$ cat config.mk
export PLATFORM = sky130hd
export DESIGN_NAME = dom_shared_inv_gf4_tail_flat
export DESIGN_NICKNAME = d
export VERILOG_FILES = /design/src/rtl/dom_sbox_pkg.sv /design/src/rtl/dom_shared_inv_gf4_tail_if.sv /design/src/rtl/dom_indep_mul_gf2.sv /design/src/rtl/gf2_mul.sv /design/src/rtl/dom_shared_inv_gf4_tail.sv /design/src/flat_wrapper.sv
export SDC_FILE = /design/constraint.sdc
export NUM_CORES = 1
export LEC_CHECK = 0
export ABC_AREA = 1
export CAP_MARGIN = 10
export CORE_UTILIZATION = 48
export DETAILED_ROUTE_END_ITERATION = 8
export GPL_TIMING_DRIVEN = 0
export PLACE_DENSITY = 0.79
export SLEW_MARGIN = 10
export SYNTH_ARGS = -nofsm -noshare
export SYNTH_HDL_FRONTEND = slang
export SYNTH_SLANG_ARGS = --single-unit
$ cat constraint.sdc
create_clock -name ClkxCI -period 1.2 [get_ports ClkxCI]
set_clock_uncertainty 0.1 [all_clocks]
set_input_delay 0.18 -clock ClkxCI [delete_from_list [all_inputs] [get_ports ClkxCI]]
set_output_delay 0.18 -clock ClkxCI [all_outputs]
set_load 0.02 [all_outputs]
$ cat src/rtl/dom_sbox_pkg.sv
// dom_sbox_pkg: share width, Z pair-to-offset mapping, GF(2^2) squaring.
// No ports; imported by the inverter tail, its interface and sub-module.
package dom_sbox_pkg;

  localparam int SHARE_W = 2;

  function automatic int n_pairs(input int shares);
    return shares * (shares - 1) / 2;
  endfunction

  // row-major index of pair (i,j) with i<j
  function automatic int pair_idx(
    input int shares,
    input int i,
    input int j
  );
    return i * shares - (i * (i + 1)) / 2 + (j - i - 1);
  endfunction

  // (i,j) and (j,i) map to the same Z slice
  function automatic int z_off(
    input int shares,
    input int i,
    input int j
  );
    int lo;
    int hi;
    lo = (i < j) ? i : j;
    hi = (i < j) ? j : i;
    return pair_idx(shares, lo, hi) * SHARE_W;
  endfunction

  // normal-basis square is a bit swap
  function automatic logic [SHARE_W-1:0] gf4_sq(
    input logic [SHARE_W-1:0] x
  );
    return {x[0], x[1]};
  endfunction

endpackage

$ cat src/rtl/dom_shared_inv_gf4_tail_if.sv
// Bundle for the masked GF(2^4) inverter tail: valid, A halves, delta, Z in;
// shared Qhi/Qlo and valid out. master = driver side, slave = the tail.
interface dom_shared_inv_gf4_tail_if #(
  parameter int SHARES = 2
);
  import dom_sbox_pkg::*;

  localparam int W  = SHARE_W * SHARES;
  localparam int ZW = 2 * SHARE_W * n_pairs(SHARES);

  logic          ValidxSI;
  logic [W-1:0]  AhixDI;
  logic [W-1:0]  AloxDI;
  logic [W-1:0]  DeltaxDI;
  logic [ZW-1:0] ZxDI;
  logic [W-1:0]  QhixDO;
  logic [W-1:0]  QloxDO;
  logic          ValidxSO;

  modport master (
    output ValidxSI, AhixDI, AloxDI, DeltaxDI, ZxDI,
    input  QhixDO, QloxDO, ValidxSO
  );

  modport slave (
    input  ValidxSI, AhixDI, AloxDI, DeltaxDI, ZxDI,
    output QhixDO, QloxDO, ValidxSO
  );

endinterface

$ cat src/rtl/dom_indep_mul_gf2.sv
// dom_indep_mul_gf2: DOM-indep GF(2^2) multiplier, registered inner/cross terms.
// Ports: ClkxCI, RstxBI, shared XxDI/YxDI, fresh ZxDI, shared product QxDO.
module dom_indep_mul_gf2
  import dom_sbox_pkg::*;
#(
  parameter int SHARES    = 2,
  parameter int PIPELINED = 1
) (
  input  logic                                ClkxCI,
  input  logic                                RstxBI,
  input  logic [SHARE_W*SHARES-1:0]           XxDI,
  input  logic [SHARE_W*SHARES-1:0]           YxDI,
  input  logic [SHARE_W*n_pairs(SHARES)-1:0]  ZxDI,
  output logic [SHARE_W*SHARES-1:0]           QxDO
);

  logic [SHARES-1:0][SHARE_W-1:0] x_s;
  logic [SHARES-1:0][SHARE_W-1:0] y_s;
  logic [SHARES-1:0][SHARE_W-1:0] q_s;
  logic [SHARE_W-1:0] prod [SHARES][SHARES];
  logic [SHARES-1:0][SHARES-1:0][SHARE_W-1:0] term_d;
  logic [SHARES-1:0][SHARES-1:0][SHARE_W-1:0] term_q;

  assign x_s = XxDI;
  assign y_s = YxDI;

  for (genvar i = 0; i < SHARES; i++) begin : g_i
    for (genvar j = 0; j < SHARES; j++) begin : g_j
      gf2_mul #(.N(SHARE_W)) u_mul (
        .AxDI (x_s[i]),
        .BxDI (y_s[j]),
        .QxDO (prod[i][j])
      );
    end
  end

  // cross terms are remasked before they reach a register
  always_comb begin
    term_d = '0;
    for (int i = 0; i < SHARES; i++) begin
      for (int j = 0; j < SHARES; j++) begin
        term_d[i][j] = prod[i][j];
        if (i != j) begin
          term_d[i][j] = prod[i][j]
                       ^ ZxDI[z_off(SHARES, i, j) +: SHARE_W];
        end
      end
    end
  end

  if (PIPELINED != 0) begin : g_reg
    always_ff @(posedge ClkxCI or negedge RstxBI) begin
      if (!RstxBI) begin
        term_q <= '0;
      end else begin
        term_q <= term_d;
      end
    end
  end else begin : g_comb
    assign term_q = term_d;
  end

  always_comb begin
    q_s = '0;
    for (int i = 0; i < SHARES; i++) begin
      for (int j = 0; j < SHARES; j++) begin
        q_s[i] = q_s[i] ^ term_q[i][j];
      end
    end
  end

  assign QxDO = q_s;

endmodule

$ cat src/rtl/gf2_mul.sv
// gf2_mul: GF(2^2) multiply in normal basis {W^2, W}.
// Ports: AxDI, BxDI operands; QxDO product. Purely combinational.
module gf2_mul #(
  parameter int N = 2
) (
  input  logic [N-1:0] AxDI,
  input  logic [N-1:0] BxDI,
  output logic [N-1:0] QxDO
);

  logic e;

  always_comb begin
    e = (AxDI[1] ^ AxDI[0]) & (BxDI[1] ^ BxDI[0]);
    QxDO = '0;
    QxDO[1] = (AxDI[1] & BxDI[1]) ^ e;
    QxDO[0] = (AxDI[0] & BxDI[0]) ^ e;
  end

endmodule

$ cat src/rtl/dom_shared_inv_gf4_tail.sv
// dom_shared_inv_gf4_tail: masked GF(2^4) inverse tail (delta^-1 times A halves).
// Ports: ClkxCI, RstxBI (async, low) and bus (slave): valid/A/delta/Z in, Q out.
module dom_shared_inv_gf4_tail
  import dom_sbox_pkg::*;
#(
  parameter int SHARES        = 2,
  parameter int DELTA_LATENCY = 1
) (
  input logic                      ClkxCI,
  input logic                      RstxBI,
  dom_shared_inv_gf4_tail_if.slave bus
);

  localparam int W  = SHARE_W * SHARES;
  localparam int ZH = SHARE_W * n_pairs(SHARES);
  localparam int DW = 2 * W + 1;

  logic [DW-1:0] a_in;
  logic [DW-1:0] a_dly;
  logic          valid_dly;
  logic [W-1:0]  ahi_dly;
  logic [W-1:0]  alo_dly;
  logic [SHARES-1:0][SHARE_W-1:0] delta_s;
  logic [SHARES-1:0][SHARE_W-1:0] dinv_s;
  logic valid_d;
  logic valid_q;

  assign a_in = {bus.ValidxSI, bus.AhixDI, bus.AloxDI};

  if (DELTA_LATENCY > 0) begin : g_dly
    logic [DELTA_LATENCY-1:0][DW-1:0] dly_d;
    logic [DELTA_LATENCY-1:0][DW-1:0] dly_q;

    always_comb begin
      dly_d = '0;
      dly_d[0] = a_in;
      for (int s = 1; s < DELTA_LATENCY; s++) begin
        dly_d[s] = dly_q[s-1];
      end
    end

    always_ff @(posedge ClkxCI or negedge RstxBI) begin
      if (!RstxBI) begin
        dly_q <= '0;
      end else begin
        dly_q <= dly_d;
      end
    end

    assign a_dly = dly_q[DELTA_LATENCY-1];
  end else begin : g_thru
    assign a_dly = a_in;
  end

  assign {valid_dly, ahi_dly, alo_dly} = a_dly;
  assign delta_s = bus.DeltaxDI;

  // GF(2^2) inverse is the square, applied share-wise
  always_comb begin
    dinv_s = '0;
    for (int i = 0; i < SHARES; i++) begin
      dinv_s[i] = gf4_sq(delta_s[i]);
    end
  end

  assign valid_d = valid_dly;

  always_ff @(posedge ClkxCI or negedge RstxBI) begin
    if (!RstxBI) begin
      valid_q <= 1'b0;
    end else begin
      valid_q <= valid_d;
    end
  end

  dom_indep_mul_gf2 #(
    .SHARES    (SHARES),
    .PIPELINED (1)
  ) u_mul_hi (
    .ClkxCI (ClkxCI),
    .RstxBI (RstxBI),
    .XxDI   (dinv_s),
    .YxDI   (alo_dly),
    .ZxDI   (bus.ZxDI[ZH-1:0]),
    .QxDO   (bus.QhixDO)
  );

  dom_indep_mul_gf2 #(
    .SHARES    (SHARES),
    .PIPELINED (1)
  ) u_mul_lo (
    .ClkxCI (ClkxCI),
    .RstxBI (RstxBI),
    .XxDI   (dinv_s),
    .YxDI   (ahi_dly),
    .ZxDI   (bus.ZxDI[2*ZH-1:ZH]),
    .QxDO   (bus.QloxDO)
  );

  assign bus.ValidxSO = valid_q;

endmodule

$ cat src/flat_wrapper.sv
// flat-port wrapper written by rule: the top's interface ports become plain ports
module dom_shared_inv_gf4_tail_flat import dom_sbox_pkg::*;
#(
  parameter int SHARES        = 2,
  parameter int DELTA_LATENCY = 1
)
  (ClkxCI, RstxBI, bus_ValidxSI, bus_AhixDI, bus_AloxDI, bus_DeltaxDI, bus_ZxDI, bus_QhixDO, bus_QloxDO, bus_ValidxSO);
  dom_shared_inv_gf4_tail_if #(.SHARES(SHARES)) bus_i ();
  input logic ClkxCI;
  input logic RstxBI;
  input wire logic [$bits(bus_i.ValidxSI)-1:0] bus_ValidxSI;
  input wire logic [$bits(bus_i.AhixDI)-1:0] bus_AhixDI;
  input wire logic [$bits(bus_i.AloxDI)-1:0] bus_AloxDI;
  input wire logic [$bits(bus_i.DeltaxDI)-1:0] bus_DeltaxDI;
  input wire logic [$bits(bus_i.ZxDI)-1:0] bus_ZxDI;
  output wire logic [$bits(bus_i.QhixDO)-1:0] bus_QhixDO;
  output wire logic [$bits(bus_i.QloxDO)-1:0] bus_QloxDO;
  output wire logic [$bits(bus_i.ValidxSO)-1:0] bus_ValidxSO;
  assign bus_i.ValidxSI = bus_ValidxSI;
  assign bus_i.AhixDI = bus_AhixDI;
  assign bus_i.AloxDI = bus_AloxDI;
  assign bus_i.DeltaxDI = bus_DeltaxDI;
  assign bus_i.ZxDI = bus_ZxDI;
  assign bus_QhixDO = bus_i.QhixDO;
  assign bus_QloxDO = bus_i.QloxDO;
  assign bus_ValidxSO = bus_i.ValidxSO;
  dom_shared_inv_gf4_tail #(.SHARES(SHARES), .DELTA_LATENCY(DELTA_LATENCY)) u_core (.ClkxCI(ClkxCI), .RstxBI(RstxBI), .bus(bus_i));
endmodule
==> results.md <==
- Busiest grt layer: met2
- Tightest Pin Transition: 1.05 ns
- Worst-path clk slew: 0.13 ns
- Final setup fails: 8
- Starting density of the core: 0.527
- Worst min-delay path class: in2async
- Tot Pwr: 2.01 mW
- Syn Inst Count: 135
- Max incr delay on CP: 0.40 ns
- Number of remaining DRC errors: 0
- Met2 usage in global routing: 0.308
- Via density: 4.55
- Slowest cell on crit path: dfrtp_1
- Setup TNS: -0.748 ns
- Final Hold Viols: 0
- Number of global-route vias before repair: 853
- Unrepaired setup endpoints after global routing: true
- F_max: 770 MHz
- Worst Path Max Fanout: 1
- Mux cell area share after synthesis: 0
- Post-CTS Hold Buffers: 0
- Util after Layout: 0.685
- CTS tree: done
- Total track usage: 0.171
- Diodes inserted: 0
- Cell Area, Synth: 1210 um2
- Static leakage: 0.836 nW
- Die Y: 52.2 um
- CTS root buf: clkbuf_4
- Slew Viols, Final: 0
- Max-cap violation count: 0
- Routability cong.: 0.797
- PortBufs: 27
- H-Tree Depth: 1
- Setup ws final: -0.0985 ns
- Avg Cell Area, Syn: 8.96 um2
- Initial antenna violation count: 0
- DR iter-0 viols: 18
- Met1 Use GR: 0.197
- Width of the die: 52.2 um
- Filler cells: 170
- Post-Synth Simple-Gate Area: 0.196
- Crit Path Category: reg2out
- Worst hold slack: 0.0520 ns
- Io pins: 28
- Final non-filler cell total: 195
- Sequential element share of the synthesized area: 0.538
- Total number of vias: 887
- Standard-cell row count: 17
- CTS max path bufs: 2
- GRT overflow: 0
- Slew HR: 0.302
- Final Critical Period: 1.30 ns
- Clk Latency, worst-skew pair: 0.31 ns
- Status: finished, violations left
- Period utilization: 1.08
- Worst path cell trace: xor2_1, buf_4
- Setup crit start kind: flip-flop
- #FFs+latches synth: 26
- Met3 usage: 0.0261
- CTS sink cnt: 26
- First-pass GRT wire length: 3370 um
- PD cells: 1280 nW/um2
- Post-Synth Adder-Cell Area: 0
- Syn nets: 154
- Xor and xnor area share after synthesis: 0.194
- CORE AREA: 2300 um2
- Die ar.: 2730 um2
- DR pass1 iterations: 4
- Fraction of layout cells with a size suffix above 1: 0.204
- Setup crit end kind: output pin
- Avg WL per Cell: 10.4 um
- Failing checks: setup timing
- Peak VDD IR: 0.803 mV
- Number of nets with antenna violations after routing: 0
- Post-DP HPWL: 1550 um
- Placed insts: 190
- Main combinational cell family by area after synthesis: simple AND/OR/NAND/NOR gates
- Worst EP arrival: 1.02 ns
- Area Overhead vs Synth: 30.0%
- Largest net degree at the start of global routing: 27
- Post-Route WL: 2030 um
- Fin nets: 187
- Synth Area in Compound Gates: 0
- Num CTS Buffers: 3
- Synth unique cells: 9
- WP data required: 0.92 ns
- YS warnings: 0
==> where the power goes <==
part           internal, mW  switching (mW)  total (mW)  leakage [nW]
Sequential            0.968          0.0508        1.02         0.308
Clock                 0.185           0.249       0.434        0.0210
Combinational         0.246           0.314       0.560         0.508
==> routing by layer <==
layer | wire length, um | vias to the layer above
met3 | 97 | 2
met4 | 14 | 0
li1 | - | 454
met1 | 827 | 401
met2 | 1090 | 30
met5 | 0 | -
==> cell families (layout without fill, tap and decap cells) <==
group                     Yosys count  count (layout)
xor gates and xnor gates           26              26
buffers and inverters              23              55
DFF                                26              26
and+or+nand+nor                    60              60
==> worst max-delay path: cells and delay by family (launching register included) <==
| kind | cells | cell delay [ns] |
|---|---|---|
| flip-flops | 1 | 0.40 |
| XOR/XNOR | 1 | 0.16 |
| buffers and inverters | 1 | 0.15 |
==> through the flow <==
step	setup WS, ns	area (um2)
global placement	-0.383	1520
finish	-0.0985	1570
CTS	-0.112	1520
global route	-0.172	1570
detailed placement	-0.420	1520
floorplan	0.134	1210
==> cells in the mapped netlist <==
master     n  area share
dfrtp_1   26        0.54
clkinv_1   1      0.0031
inv_1     22       0.068
xor2_2     1       0.013
nand2_2    2       0.010
nand4_1    2       0.010
xor2_1    25        0.18
nand3_1    2      0.0083
nand2_1   54        0.17
==> cells in the final DEF (no fill, tap or decap), drive strengths merged <==
cell / count
nand2: 56
dfrtp: 26
xor2: 26
inv: 23
clkdlybuf4s50: 13
buf: 10
dlygate4sd2: 5
clkbuf: 4
nand4: 2
nand3: 2
==> registers in the layout (all words and copies together) (netlist names) <==
signal / cells
u_core.a_dly: 9
u_core.u_mul_lo.term_q: 8
u_core.bus.ValidxSO: 1
u_core.u_mul_hi.term_q: 8
==> worst paths after layout <==
path	start	to	slack [ns]	cells after the start
max	u_core.u_mul_lo.term_q[4]	bus_QloxDO[2]	-0.1	2
min	RstxBI	u_core.a_dly[4]	0.05	1
max reg2reg	u_core.a_dly[1]	u_core.u_mul_hi.term_q[5]	0	6
min reg2reg	u_core.a_dly[8]	u_core.bus.ValidxSO	0.27	0
max in group asynchronous	RstxBI	u_core.u_mul_hi.term_q[5]	0.33	1
min in group ClkxCI	bus_AloxDI[0]	u_core.a_dly[0]	0.18	1
==> area by class of cell <==
class,count,area (um2),share of cell area
Tap cell,28,35.0,0.0223
Multi-Input combinational cell,86,520,0.331
Inverter,23,86.3,0.0549
Clock buffer,4,36.3,0.0231
Sequential cell,26,651,0.414
Timing Repair Buffer,28,244,0.155
==> timing repair <==
item                                    CTS  global route
pin swaps                                 5             7
setup buffers                             0             1
resized for setup                        47            18
cloned                                    0             0
endpoints found under the setup margin   50            20
Note: power is estimated with default switching activity, not from simulation.
